===== config.mk =====
export PLATFORM = sky130hd
export DESIGN_NAME = inverse_conjugation_engine
export DESIGN_NICKNAME = d
export VERILOG_FILES = /design/src/rtl/inverse_conjugation_engine.sv
export SDC_FILE = /design/constraint.sdc
export NUM_CORES = 1
export LEC_CHECK = 0
export CORE_MARGIN = 2
export CORE_UTILIZATION = 25
export CTS_CLUSTER_DIAMETER = 100
export DETAILED_ROUTE_END_ITERATION = 8
export SYNTH_ARGS = -nofsm -noshare
export SYNTH_HDL_FRONTEND = slang
export SYNTH_SLANG_ARGS = --single-unit

===== constraint.sdc =====
create_clock -name clk -period 4.9 [get_ports clk]
set_input_delay 0.49 -clock clk [delete_from_list [all_inputs] [get_ports clk]]
set_output_delay 0.49 -clock clk [all_outputs]
set_load 0.05 [all_outputs]

===== src/rtl/inverse_conjugation_engine.sv =====
// Reverse-replay engine: recorded H/S/CNOT gates are popped from a LIFO and their
// inverse conjugation is applied to every row of a held stabilizer tableau.
module inverse_conjugation_engine #(
   parameter int num_qubit = 4,
   parameter int DEPTH     = 16,
   parameter int QW        = $clog2(num_qubit)
) (
   input  logic                             clk,
   input  logic                             rst,
   input  logic                             load,
   input  logic [2*num_qubit*num_qubit-1:0] tableau_in,
   input  logic [num_qubit-1:0]             phase_in,
   input  logic                             gate_valid,
   output logic                             gate_ready,
   input  logic [1:0]                       gate_type,
   input  logic [QW-1:0]                    gate_q1,
   input  logic [QW-1:0]                    gate_q2,
   input  logic                             start,
   output logic                             busy,
   output logic                             done,
   output logic [$clog2(DEPTH+1)-1:0]       gate_count,
   output logic                             err,
   output logic [2*num_qubit*num_qubit-1:0] tableau_out,
   output logic [num_qubit-1:0]             phase_out
);
   localparam int N  = num_qubit;
   localparam int RW = 2 * N;
   localparam int TW = RW * N;
   localparam int CW = $clog2(DEPTH + 1);
   localparam int AW = (DEPTH > 1) ? $clog2(DEPTH) : 1;

   localparam logic [1:0] G_H    = 2'd0;
   localparam logic [1:0] G_S    = 2'd1;
   localparam logic [1:0] G_CNOT = 2'd2;

   typedef enum logic [1:0] {IDLE, RUN, DONE} state_t;

   typedef struct packed {
      logic [1:0]    kind;
      logic [QW-1:0] q1;
      logic [QW-1:0] q2;
   } gate_t;

   state_t          state;
   gate_t           lifo [DEPTH];
   gate_t           top_gate;
   logic [AW-1:0]   top_idx;
   logic            top_illegal;
   logic            push_fire;
   logic [TW-1:0]   tab_next;
   logic [N-1:0]    phase_next;
   logic [RW:0]     row_res;

   // Inverse conjugation of one row; returns {new_sign, new_row}.
   // Column selects are unrolled against the gate indices so no runtime bit index is needed.
   function automatic logic [RW:0] invert_row(input logic [RW-1:0] row,
                                              input logic          sign,
                                              input gate_t         g);
      logic [RW-1:0] r;
      logic          s;
      logic          xc, zc, xt, zt;
      int            a, b;
      r  = row;
      a  = int'(g.q1);
      b  = int'(g.q2);
      xc = 1'b0;
      zc = 1'b0;
      xt = 1'b0;
      zt = 1'b0;
      for (int q = 0; q < N; q++) begin
         if (q == a) begin
            xc = row[2*q+1];
            zc = row[2*q];
         end
         if (q == b) begin
            xt = row[2*q+1];
            zt = row[2*q];
         end
      end
      for (int q = 0; q < N; q++) begin
         case (g.kind)
            G_H: begin
               if (q == a) begin
                  r[2*q+1] = zc;
                  r[2*q]   = xc;
               end
            end
            G_S: begin
               if (q == a) r[2*q] = zc ^ xc;
            end
            G_CNOT: begin
               if (q == b) r[2*q+1] = xt ^ xc;
               if (q == a) r[2*q]   = zc ^ zt;
            end
            default: ;
         endcase
      end
      case (g.kind)
         G_H:     s = sign ^ (xc & zc);
         G_S:     s = sign ^ (xc & ~zc);
         G_CNOT:  s = sign ^ (xc & zt & ~(xt ^ zc));
         default: s = sign;
      endcase
      return {s, r};
   endfunction

   assign gate_ready = (state == IDLE) && (gate_count < CW'(DEPTH));
   assign push_fire  = (state == IDLE) && !start && gate_valid && gate_ready;
   assign top_idx    = AW'(gate_count - CW'(1));
   assign top_gate   = lifo[top_idx];

   // Out-of-range qubits and self-targeted CNOTs are refused; identity is always legal.
   always_comb begin
      top_illegal = 1'b0;
      case (top_gate.kind)
         G_H, G_S: top_illegal = (int'(top_gate.q1) >= N);
         G_CNOT:   top_illegal = (int'(top_gate.q1) >= N) || (int'(top_gate.q2) >= N) ||
                                 (top_gate.q1 == top_gate.q2);
         default:  top_illegal = 1'b0;
      endcase
   end

   // All rows are updated in parallel from the gate at the top of the LIFO.
   always_comb begin
      tab_next   = tableau_out;
      phase_next = phase_out;
      row_res    = '0;
      for (int r = 0; r < N; r++) begin
         row_res = invert_row(tableau_out[r*RW +: RW], phase_out[r], top_gate);
         if (!top_illegal) begin
            tab_next[r*RW +: RW] = row_res[RW-1:0];
            phase_next[r]        = row_res[RW];
         end
      end
   end

   // Gate storage; occupancy lives in gate_count, so entries need no reset.
   always_ff @(posedge clk) begin
      if (!rst && push_fire) begin
         lifo[AW'(gate_count)] <= '{kind: gate_type, q1: gate_q1, q2: gate_q2};
      end
   end

   // Control FSM; start in IDLE wins over a simultaneous load or push.
   always_ff @(posedge clk) begin
      if (rst) begin
         state       <= IDLE;
         busy        <= 1'b0;
         done        <= 1'b0;
         gate_count  <= '0;
         err         <= 1'b0;
         tableau_out <= '0;
         phase_out   <= '0;
      end else begin
         case (state)
            IDLE: begin
               if (start) begin
                  if (gate_count != '0) begin
                     state <= RUN;
                     busy  <= 1'b1;
                  end else begin
                     state <= DONE;
                     done  <= 1'b1;
                  end
               end else begin
                  if (load) begin
                     tableau_out <= tableau_in;
                     phase_out   <= phase_in;
                  end
                  if (push_fire) gate_count <= gate_count + CW'(1);
               end
            end
            RUN: begin
               tableau_out <= tab_next;
               phase_out   <= phase_next;
               gate_count  <= gate_count - CW'(1);
               if (top_illegal) err <= 1'b1;
               if (gate_count == CW'(1)) begin
                  state <= DONE;
                  busy  <= 1'b0;
                  done  <= 1'b1;
               end
            end
            DONE: begin
               state <= IDLE;
               done  <= 1'b0;
            end
            default: begin
               state <= IDLE;
               busy  <= 1'b0;
               done  <= 1'b0;
            end
         endcase
      end
   end

endmodule


==> impl_summary.md, run 1 <==
Outcome
The run finished with clean final reports.

Synthesis
The flop and latch count out of synthesis is roughly 140. The biggest area contributor in the post-synthesis netlist is sky130_fd_sc_hd__edfxtp_1. In this run the biggest area consumer among cell types represents a little under two fifths of the synthesized area. The share of async-settable or async-resettable flops after synthesis is 0%. After technology mapping, the gate count stands at around 650. Sequential cells were found to cover 50.59% of the synthesized design area. Among all flip-flop cells after synthesis, the most frequent one is sky130_fd_sc_hd__edfxtp_1.

The synthesized netlist occupies a cell area of 7518 um2. The number of enable flip-flop cells after synthesis is between 90 and 100. Ranked by total cell area, the synthesized netlist is headed by sky130_fd_sc_hd__edfxtp_1 38%, sky130_fd_sc_hd__dfxtp_1 12%, sky130_fd_sc_hd__mux4_2 8.4%, sky130_fd_sc_hd__mux2i_1 4.7%, sky130_fd_sc_hd__nand3_1 2.7%. The number of different library cells in the post-synthesis netlist is 60.

Synthesis produced a netlist with a net count of between 700 and 800. During synthesis, Yosys emitted a total of 0 warnings. A synthesized cell averages approximately 12 um2.

Floorplan
The number of cell rows is 63. After floorplanning, the core was sized to cover ~30000 um2. The horizontal die dimension is roughly 180 um. The die covers between 30000 and 40000 um2.

The y dimension of the die is 177.4 um. Once the floorplan was initialized, standard cells occupied 25.37% of the core. The number of ports placed on the die boundary is 92.

GRT
The via count of the first global-routing pass was roughly 5500. Global routing used under 10% of the available met3 tracks. The most congested layer reported by global routing is met2. The global routing met2 resource utilization is approximately a quarter. The first-pass GRT wire length is 32.86 mm. For this run, global-route usage on met1 was measured as between 10% and 20%. The maximum number of pins on one net before global-route repair is between 60 and 70.

Summed over all layers, the global routing overflow is 0. The global routing usage summed across all routing layers is roughly 14%. The number of antenna violations at the first check in global routing was 0.

STA
The maximum achievable frequency is between 0.2 and 0.25 GHz. At the pin with the least slew margin, the transition time is ~1200 ps. Setup violations remaining at the end of the flow were counted as 0. Across all hold checks on the routed design, the worst slack comes to 499.1 ps.

In the final timing run, aggregate negative setup slack is 0 ps. Measured against its own limit, the worst slew margin works out to 22.02%. The final worst setup slack is 570.7 ps. Clock skew on the completed layout was measured at a little over 9 ps. The worst path in the final design needs a cycle of approximately 4300 ps, including I/O delays and setup.

Setup repair after global routing left no endpoint under its margin. The number of failing hold endpoints at the final stage is 0. Of the available clock period, the critical path in the final layout requires 88.35%. The max-slew violation total from the final report is 0.

Critical path
The worst-path cell with the longest stage delay is sky130_fd_sc_hd__mux4_2. The worst setup path is of the reg2reg kind. The startpoint class of the critical path is a register. Data on the critical path arrives at its endpoint at between 4000 and 5000 ps.

The delay contributed by the slowest stage of the critical path is around 680 ps. The startpoint of the lowest-slack register-to-register path is gate_count[0]. The endpoint identified for the worst register-to-register timing path is tableau_out[25]. The depth of the worst register-to-register path is 11.

The category of the worst setup path capture point is a register. The critical path ends at tableau_out[25]. The most common cell type on the critical path is sky130_fd_sc_hd__nor2_1. For flop-to-flop paths, the worst setup slack is roughly 570 ps. Walking the worst path, the cells encountered are inv_1 -> ha_1 -> buf_4 -> mux4_2 -> o22ai_1 -> nor2_1 -> xnor2_1 -> a211o_1 -> a21oi_2 -> nor2_1 -> a211oi_1. The largest fanout on the critical path is 22. The launching element of the worst setup path is gate_count[0]. STA puts the critical path data required time at between 5000 and 6000 ps.

Placement
Prior to clock tree synthesis, the placed netlist has a worst setup slack of 598.8 ps. The total of buffers placed on input and output ports is 91. The congestion estimate from routability-driven global placement came to between 0.7 and 0.8.

Once placement finished, the instance area stood at 8830 um2. The sum of net half-perimeters after detailed placement is roughly 16 mm.

Cells and area
The number of antenna cells inserted is 0. The final cell area excluding filler cells is 9448 um2. The most common cell after layout, fill and taps aside is sky130_fd_sc_hd__edfxtp_1. The net count of the finished layout is between 700 and 800. The layout filler cell count is just over 3000.

Compared with the post-synthesis result, the final layout area differs by 25.66%. The layout cell share with drive strength beyond 1 is 13.90%. The library cells used most frequently in the layout, excluding fill and tap cells, are 96 x sky130_fd_sc_hd__edfxtp_1, 90 x sky130_fd_sc_hd__clkdlybuf4s50_1, 51 x sky130_fd_sc_hd__nor2_1, 45 x sky130_fd_sc_hd__dfxtp_1, 43 x sky130_fd_sc_hd__nand2_1.

Drt
The detailed-route vias per instance is roughly 5.0. The post-detailed-routing wire length is roughly 22 mm. In this run, the number of DRC markers left after iteration 0 of detailed routing was between 400 and 500.

In this run the remaining antenna-violating nets after routing total 0. The first TritonRoute pass finished after 5 iterations. The overall via count from detail_route is roughly 5700. For this run, design rule violations remaining after detail routing come to 0.

The post-detailed-route wirelength per cell is around 19 um.

Job
The max-cap violation count is 0.

CTS
The clock passes through at most 2 buffers. The number of H-tree levels is 4. After clock tree synthesis, the setup repair step added 0 buffers. In this run the clock root is driven by a sky130_fd_sc_hd__clkbuf_16.

The post-cts resize count is 0. After clock tree synthesis, the clock-pin slew on the worst setup and hold paths is about 70 ps. After clock tree synthesis, the flow added hold-fix buffers numbering 0.

The clock tree from TritonCTS is done. The clock buffer count from CTS is 17. The clock network latency to the later pin of the worst-skew pair is between 400 and 500 ps. The tree built by TritonCTS fans out to 142 sinks.

Min path
The class of the most critical hold timing path is reg2reg.
[worst min-delay path by stage]
| stage | startpoint | end | slack, ps | depth (start not counted) |
|---|---|---|---|---|
| 2_1_floorplan | gate_q2[0] | lifo[0][0] | 590 | 0 |
| 3_3_place_gp | done | done | 480 | 2 |
| 3_5_place_dp | done | done | 490 | 2 |
| 4_1_cts | done | done | 500 | 2 |
| 5_1_grt | done | done | 530 | 2 |
| 6_report | done | done | 500 | 2 |
[Yosys cell counts, drive strengths merged, types with 9 or more instances]
| master | count |
|---|---|
| edfxtp | 96 |
| nor2 | 56 |
| dfxtp | 46 |
| nand2 | 43 |
| nand3 | 40 |
| mux2i | 36 |
| a21oi | 32 |
| mux4 | 28 |
| clkbuf | 27 |
| a211oi | 23 |
| o21ai | 22 |
| buf | 17 |
| xnor2 | 13 |
| nand2b | 11 |
| nor3 | 11 |
| xor2 | 10 |
| a221o | 9 |
| a31oi | 9 |
| inv | 9 |
| nor2b | 9 |
| o211ai | 9 |
[metal layers]
layer / wire length, um / share of wire, %
met3: 1033 / 4.8
met1: 9466 / 44
met2: 10820 / 50
met5: 0 / 0
met4: 272 / 1.3
[worst max-delay path: cells and delay by family, from the launching register on]
| family | cells | cell delay (ps) |
|---|---|---|
| AO/OA/AOI/OAI | 4 | 1810 |
| multiplexers | 1 | 680 |
| flip-flops | 1 | 560 |
| buffers and inverters | 2 | 360 |
| adder cells (fa/ha/maj) | 1 | 320 |
| AND/OR/NAND/NOR | 2 | 270 |
| XOR/XNOR | 1 | 210 |
[metrics by stage]
step                      std cells  utilization [%]
after global placement         1099            29.79
after global routing           1131            31.88
after CTS                      1131            31.88
after floorplan                 646                -
after detailed placement       1099            29.79
final                          1131            31.88
[area by class of cell]
| type | count | area [um2] | share of cell area [%] |
|---|---|---|---|
| clock buffers | 17 | 425.4 | 4.503 |
| clock inverters | 15 | 192.7 | 2.039 |
| inverters | 11 | 42.54 | 0.4503 |
| multi-input cells | 449 | 3466 | 36.68 |
| flip-flops and latches | 142 | 3807 | 40.30 |
| well taps | 390 | 488.0 | 5.165 |
| repair buffers | 107 | 1026 | 10.86 |
[state kept, by name, indices dropped and copies added, names as in the netlist]
name         flops
lifo            96
phase_out        4
done             1
busy             1
tableau_out     32
err              1
state            2
gate_count       5
[cells by family (layout without fill, tap and decap cells)]
family,after synthesis,count (layout),share of synthesized area (%)
xor+xnor,23,23,2.929
simple gates,204,204,13.71
fa+ha+maj,8,8,1.331
mux,65,65,13.38
compound gates,149,149,14.58
flops,142,142,50.59
buf+inv,55,150,3.478
Power of run 1 is left out: the tool's default activity adds up to more than one toggle a clock period on the data nets, which glitch-free logic cannot reach.
==> run 2: changes to the inputs <==
--- a/config.mk
+++ b/config.mk
@@ -5,10 +5,11 @@
 export SDC_FILE = /design/constraint.sdc
 export NUM_CORES = 1
 export LEC_CHECK = 0
-export CORE_MARGIN = 2
+export CORE_MARGIN = 3
 export CORE_UTILIZATION = 25
 export CTS_CLUSTER_DIAMETER = 100
 export DETAILED_ROUTE_END_ITERATION = 8
+export GPL_TIMING_DRIVEN = 0
 export SYNTH_ARGS = -nofsm -noshare
 export SYNTH_HDL_FRONTEND = slang
 export SYNTH_SLANG_ARGS = --single-unit
==> run 2 against run 1 <==
Against the previous run: sequential share of layout area shrank 0.69 points; worst hold slack lost 2.5 ps; routed wire length grew 4.3%; register-to-register slack lost 340 ps; utilization grew 1.1 points; first-iteration DRC count grew 11%; die area grew 2.3%; setup slack lost 340 ps; clock skew grew 0.74 ps; critical endpoint is now phase_out[0]; largest cell class unchanged; highest routed layer unchanged.
==> impl_summary.md, run 2 (synthesis results as in run 1) <==
GRT
The global-route congestion overflow total is 0 (unchanged). The via count of the first global-routing pass was 5704 (+3.1%). The number of antenna violations at the first check in global routing was 0 (unchanged). The global-route met1 utilization came to 18.43% (+0.82 points).

The global routing usage summed across all routing layers is 13.55% (-0.19 points). The maximum number of pins on one net before global-route repair is 17 (-73%). The most congested layer reported by global routing is met2.

The global routing met3 resource utilization is 2.587% (-0.37 points). The first-pass GRT wire length is 34.41 mm (+4.7%). The global routing met2 resource utilization is 21.93% (-1.4 points).

Cells and area
The layout cell share with drive strength beyond 1 is 14.94% (+1.0 points). In the final layout, the registers with the most flip-flops are lifo x96, tableau_out x32, gate_count x5. The number of nets in the finished design is 812 (+3.7%). The register with the highest flop count is lifo. The library cells used most frequently in the layout, excluding fill and tap cells, are 96 x sky130_fd_sc_hd__edfxtp_1, 91 x sky130_fd_sc_hd__clkdlybuf4s50_1, 48 x sky130_fd_sc_hd__nor2_1, 45 x sky130_fd_sc_hd__dfxtp_1, 43 x sky130_fd_sc_hd__nand2_1. The flip-flop count of the largest register after layout was 96 (unchanged). The number of antenna cells inserted is 0 (unchanged). Leaving out fill and tap cells, the most frequent cell in the layout is sky130_fd_sc_hd__edfxtp_1. The layout filler cell count came to 2966 (-1.9%). The utilization after layout is 32.95% (+1.1 points).

Relative to the synthesized area, the layout overhead comes to 27.84%.

CTS
The clock slew seen by the registers of the worst setup and hold paths is 60 ps (about the same). The count of clock tree sinks came to 142 (unchanged). The clock tree from TritonCTS is done. The clock buffer count from CTS is 17 (unchanged). The clock network latency to the later pin of the worst-skew pair is 420 ps (about the same). The maximum root-to-sink buffer count came to 2 (unchanged). The root buffer cell chosen for the clock tree is sky130_fd_sc_hd__clkbuf_16. The number of H-tree levels came to 4 (unchanged).

Floorplan
The number of ports placed on the die boundary was 92 (unchanged). The y dimension of the die came to 179.4 um (+1.1%). The core footprint was 29170 um2 (-1.6%). The effective utilization at floorplan is 25.78% (+0.41 points). The number of cell rows is 62 (-1.6%). The total die area was 32190 um2 (+2.3%).

The horizontal die dimension came to 179.4 um (+1.1%).

Critical path
Walking the worst path, the cells encountered are buf_6 -> buf_6 -> clkbuf_1 -> buf_2 -> mux4_2 -> mux4_2 -> inv_1 -> ha_2 -> or2_2 -> nor2_4 -> nor2b_4 -> a22o_1 -> nand3_1 -> o22ai_1 -> mux2i_1 -> a31oi_1. STA classifies the critical path startpoint as a register. The largest fanout on the critical path is 10 (-55%). The arrival time reported for the critical path endpoint is 4940 ps (+270 ps).

The required time of the worst setup path is 5180 ps (-60 ps). The critical path is of the reg2reg type. The delay contributed by the slowest stage of the critical path came to 600 ps (-80 ps). The cell class contributing the biggest share of worst-path delay is multiplexers. The worst setup path is captured at a register.

The critical path buffer and inverter count was 5 (+3). The worst-path cell with the longest stage delay is sky130_fd_sc_hd__mux4_2.

Outcome
The run finished with clean final reports.

Drt
The post-detailed-routing wire length is 22.51 mm (+4.3%). The violation count after the first detailed-routing iteration is 502 (+11%). The first-pass iteration count of the detailed router came to 7 (+2).

The overall via count from detail_route is 5861 (+2.6%). The detailed-route vias per instance came to 5.079 (+0.58%). The number of remaining DRC errors is 0 (unchanged). The post-detailed-route wirelength per cell is 19.51 um (+2.2%).

The number of antenna-violating nets in the routed design was 0 (unchanged).

STA
The number of failing hold endpoints at the final stage is 0 (unchanged). The actual slew at the worst max-slew pin is 781.6 ps (-385.3 ps). The maximum achievable frequency is 0.2144 GHz (-7.2%). The final count of negative-setup-slack endpoints is 0 (unchanged).

The headroom to the max-slew limit was 46.40% (+24 points). The maximum clock skew at final layout is 9.831 ps (+0.7414 ps). The max-slew violation total from the final report was 0 (unchanged). The share of the cycle needed by the critical path after routing is 95.21% (+6.9 points). The final worst setup slack is 234.9 ps (-335.8 ps). The final critical path time including I/O delays and setup is 4665 ps (+335.8 ps). The smallest hold slack was 496.7 ps (-2.461 ps).

The setup total negative slack is 0 ps (unchanged).

Job
The max-cap violation count is 0 (unchanged).

Min path
The class of the most critical hold timing path is reg2reg.

Placement
The placer's final routability congestion estimate came to 0.8358 (+5.1%). The sum of net half-perimeters after detailed placement is 16.72 mm (+7.6%). The pre-CTS setup slack is -1137 ps (-1735 ps). The total of buffers placed on input and output ports is 91 (unchanged).
## run 2: path summary, 6_finish.rpt
kind / startpoint / endpoint / slack, ps / cells past startpoint
setup reg to reg: gate_count[0] / phase_out[0] / 230 / 16
hold reg to reg: done / done / 500 / 2
hold / removal: done / done / 500 / 2
setup / recovery: gate_count[0] / phase_out[0] / 230 / 16
## run 2: per-layer routing
metal  vias to the layer above  share of wire, %  routed length, um
li1                       2728                 -                  -
met1                      2910                45              10130
met2                       192                48              10850
met3                        31               4.7               1058
met4                         0               2.1                477
met5                         -                 0                  0
## run 2: tightest hold or removal path, delay by kind of cell (launching register included)
family        cells  cell delay, ps
flops             1             310
simple gates      2             140
## run 2: timing repair
item	4_1_cts	5_1_grt
buffers inserted	1	3
setup endpoints to repair	36	28
hold buffers	0	0
resized for setup	12	12
pin swaps	0	1
## run 2: final cells by class
type	instances	area [um2]	share of cell area [%]
multi-input cells	449	3518	36.60
well taps	384	480.5	4.999
clock buffers	18	429.2	4.465
repair buffers	95	940.9	9.789
flip-flops and latches	142	3807	39.61
clock inverters	14	157.7	1.640
plain buffers	41	231.5	2.408
inverters	11	46.29	0.4816
## run 2: per-stage QoR
step           cells  area (um2)
6_report        1154        9612
3_3_place_gp    1121        8915
3_5_place_dp    1121        8915
4_1_cts         1151        9535
5_1_grt         1154        9612
2_1_floorplan    646        7523
Power of run 2 is left out for the same reason.
==> run 3: changes to the inputs <==
--- a/config.mk
+++ b/config.mk
@@ -5,6 +5,7 @@
 export SDC_FILE = /design/constraint.sdc
 export NUM_CORES = 1
 export LEC_CHECK = 0
+export ABC_CLOCK_PERIOD_IN_PS = 3800
 export CORE_MARGIN = 3
 export CORE_UTILIZATION = 25
 export CTS_CLUSTER_DIAMETER = 100
==> constraint.sdc (replaced) <==
create_clock -name clk -period 3.8 [get_ports clk]
set_input_delay 0.38 -clock clk [delete_from_list [all_inputs] [get_ports clk]]
set_output_delay 0.38 -clock clk [all_outputs]
set_load 0.05 [all_outputs]
==> run 3 against run 2 <==
Against the previous run: via count rose by 2.7%; utilization rose by 1.8 points; cell count rose by 2.2%; count of clock-buffer cells in the layout rose by 1; critical path depth fell by 2; sequential cell count did not move; fmax rose by 24%; register-to-register slack got worse by 190 ps; first-iteration DRC count rose by 24%; sequential share of layout area fell by 2.0 points; setup slack got worse by 190 ps; routed wire length rose by 2.6%.
==> impl_summary.md, run 3 (synthesis results as in run 1) <==
Outcome
The flow ran to the end, and the final reports show no timing, DRC or antenna violations.

Drt
The highest layer used for signal routing is met4. The amount of wire on met3 after detailed routing was 1.259 mm (+19%). The post-detailed-routing wire length is 23.09 mm (+2.6%). The detailed-route vias per instance was 5.108 (+0.57%).

The number of antenna-violating nets in the routed design is 0 (unchanged). The number of remaining DRC errors is 0 (unchanged). The overall via count from detail_route is 6022 (+2.7%). The routed metal-1 wirelength was 10.24 mm (+1.1%). The post-detailed-route wirelength per cell came to 19.58 um (+0.38%). The first-pass iteration count of the detailed router is 5 (-2). The met2 wire length is 11.24 mm (+3.7%). The violation count after the first detailed-routing iteration was 621 (+24%).

Critical path
The classification of the worst setup path is reg2reg. The delay contributed by the slowest stage of the critical path was 540 ps (-60 ps). The category of the worst setup path capture point is a register. The largest fanout on the critical path is 10 (unchanged).

The register-to-register setup slack came to 50 ps (-190 ps). The required time of the worst setup path is 4060 ps (-1120 ps). The most critical setup path has its startpoint at gate_count[0]. The capture instance of the worst register-to-register path is phase_out[3].

The depth of the worst register-to-register path was 14 (-2). The startpoint of the lowest-slack register-to-register path is gate_count[0]. The startpoint class of the critical path is a register. The critical path goes through buf_12 -> clkbuf_4 -> buf_12 -> mux4_2 -> mux4_2 -> ha_4 -> or2_4 -> nor2_4 -> nor2b_4 -> a22o_1 -> and3_1 -> a32o_2 -> mux2i_1 -> a31oi_1.

Grouping stages by cell kind, the critical path spends the most delay in multiplexers. The critical path buffer and inverter count is 3 (-2). The arrival time reported for the critical path endpoint is 4020 ps (-920 ps). The worst-path cell with the longest stage delay is sky130_fd_sc_hd__mux4_2.

CTS
The count of clock tree sinks was 142 (unchanged). The clock buffer count from CTS came to 17 (unchanged). The clock slew seen by the registers of the worst setup and hold paths is 60 ps (about the same).

The clock tree from TritonCTS is done. The number of H-tree levels is 4 (unchanged). The clock tree root driver cell is sky130_fd_sc_hd__clkbuf_16.

The maximum root-to-sink buffer count is 2 (unchanged). The clock network latency to the later pin of the worst-skew pair was 420 ps (about the same).

Cells and area
The largest registers in the layout are lifo x96, tableau_out x32, gate_count x5. The layout overhead on the synthesized area is 34.72%. The flip-flop count of the largest register after layout is 96 (unchanged). The number of nets in the finished design is 837 (+3.1%).

The layout cell share with drive strength beyond 1 came to 21.38% (+6.4 points). The register with the highest flop count is lifo. The number of antenna cells inserted came to 0 (unchanged).

Leaving out fill and tap cells, the most frequent cell in the layout is sky130_fd_sc_hd__edfxtp_1. In the layout the commonest cells are 96 x sky130_fd_sc_hd__edfxtp_1, 91 x sky130_fd_sc_hd__clkdlybuf4s50_1, 48 x sky130_fd_sc_hd__nor2_1, 44 x sky130_fd_sc_hd__dfxtp_1, 40 x sky130_fd_sc_hd__nand2_1.

Floorplan
The core footprint is 29170 um2 (unchanged). The horizontal die dimension came to 179.4 um (unchanged). The number of ports placed on the die boundary was 92 (unchanged). The total die area is 32190 um2 (unchanged). The effective utilization at floorplan is 25.78% (unchanged). The y dimension of the die is 179.4 um (unchanged).

The number of cell rows is 62 (unchanged).

STA
The share of the cycle needed by the critical path after routing came to 98.70% (+3.5 points). The maximum achievable frequency is 0.2666 GHz (+24%). The final critical path time including I/O delays and setup is 3750 ps (-914.7 ps). The maximum clock skew at final layout came to 9.607 ps (-0.2233 ps). The number of failing hold endpoints at the final stage is 0 (unchanged). The max-slew violation total from the final report is 0 (unchanged). The final count of negative-setup-slack endpoints is 0 (unchanged).

The headroom to the max-slew limit is 47.67% (+1.3 points). The setup total negative slack is 0 ps (unchanged). The actual slew at the worst max-slew pin is 782.1 ps (+0.4759 ps). Setup repair after global routing could not meet its margin everywhere.

Placement
The placer's final routability congestion estimate is 0.8458 (+1.2%). The total of buffers placed on input and output ports came to 91 (unchanged). The sum of net half-perimeters after detailed placement is 16.96 mm (+1.4%).

GRT
The via count of the first global-routing pass is 5819 (+2.0%). The global routing usage summed across all routing layers is 14.00% (+0.45 points). The number of antenna violations at the first check in global routing was 0 (unchanged).

The maximum number of pins on one net before global-route repair is 17 (unchanged). The first-pass GRT wire length is 35.22 mm (+2.4%). The global-route congestion overflow total was 0 (unchanged).

Min path
The number of cells on the worst hold path came to 2 (unchanged). The tightest min-delay check is of the reg2reg type. The worst hold path begins at done. The worst hold path terminates at done.

Job
The max-cap violation count is 0 (unchanged).
==> run 3: final cells by class <==
type	count	area [um2]
fillers	2927	19040
flip-flops and latches	142	3811
repair buffers	123	1162
well taps	384	480.5
plain buffers	38	269.0
clock buffers	19	432.9
clock inverters	13	186.4
inverters	11	65.06
multi-input cells	449	3721
==> run 3: timing repair <==
action / 4_1_cts / 5_1_grt
hold buffers: 0 / 0
pin swaps: 11 / 10
gates resized for setup: 38 / 27
setup buffers: 28 / 4
endpoints found under the setup margin: 36 / 35
==> run 3: worst max-delay path by stage <==
stage | endpoint | cells after the start
after floorplan | phase_out[3] | 20
after global placement | tableau_out[18] | 18
after detailed placement | tableau_out[8] | 18
after CTS | phase_out[1] | 20
after global routing | phase_out[1] | 18
final | phase_out[3] | 14
==> run 3: routing by layer <==
metal | global-route usage, % | up-vias
met5 | 0 | -
met3 | 2.789 | 20
li1 | - | 2779
met1 | 18.89 | 3007
met4 | 3.496 | 0
met2 | 23.19 | 216
==> run 3: worst reg2reg max path, delay by kind of cell, from the launching register on <==
kind | cells | cell delay (ps)
multiplexers | 3 | 1230
AND/OR/NAND/NOR | 4 | 660
AO/OA/AOI/OAI | 3 | 590
adder cells (fa/ha/maj) | 1 | 220
buffers and inverters | 3 | 540
flip-flops | 1 | 370
==> run 3: per-stage QoR <==
| step | worst slack, ps | utilization [%] | instances | hold WS, ps | instance area (um2) |
|---|---|---|---|---|---|
| final | 49.57 | 34.72 | 1179 | 497.6 | 10130 |
| after global routing | -56.97 | 34.72 | 1179 | 522.1 | 10130 |
| after CTS | -52.17 | 34.36 | 1177 | 501.7 | 10020 |
| after detailed placement | -759.7 | 31.16 | 1121 | 490.4 | 9090 |
| after global placement | -727.3 | 31.16 | 1121 | 481.0 | 9090 |
| after floorplan | -319.1 | - | 646 | 478.9 | 7699 |
Power of run 3 is left out for the same reason.
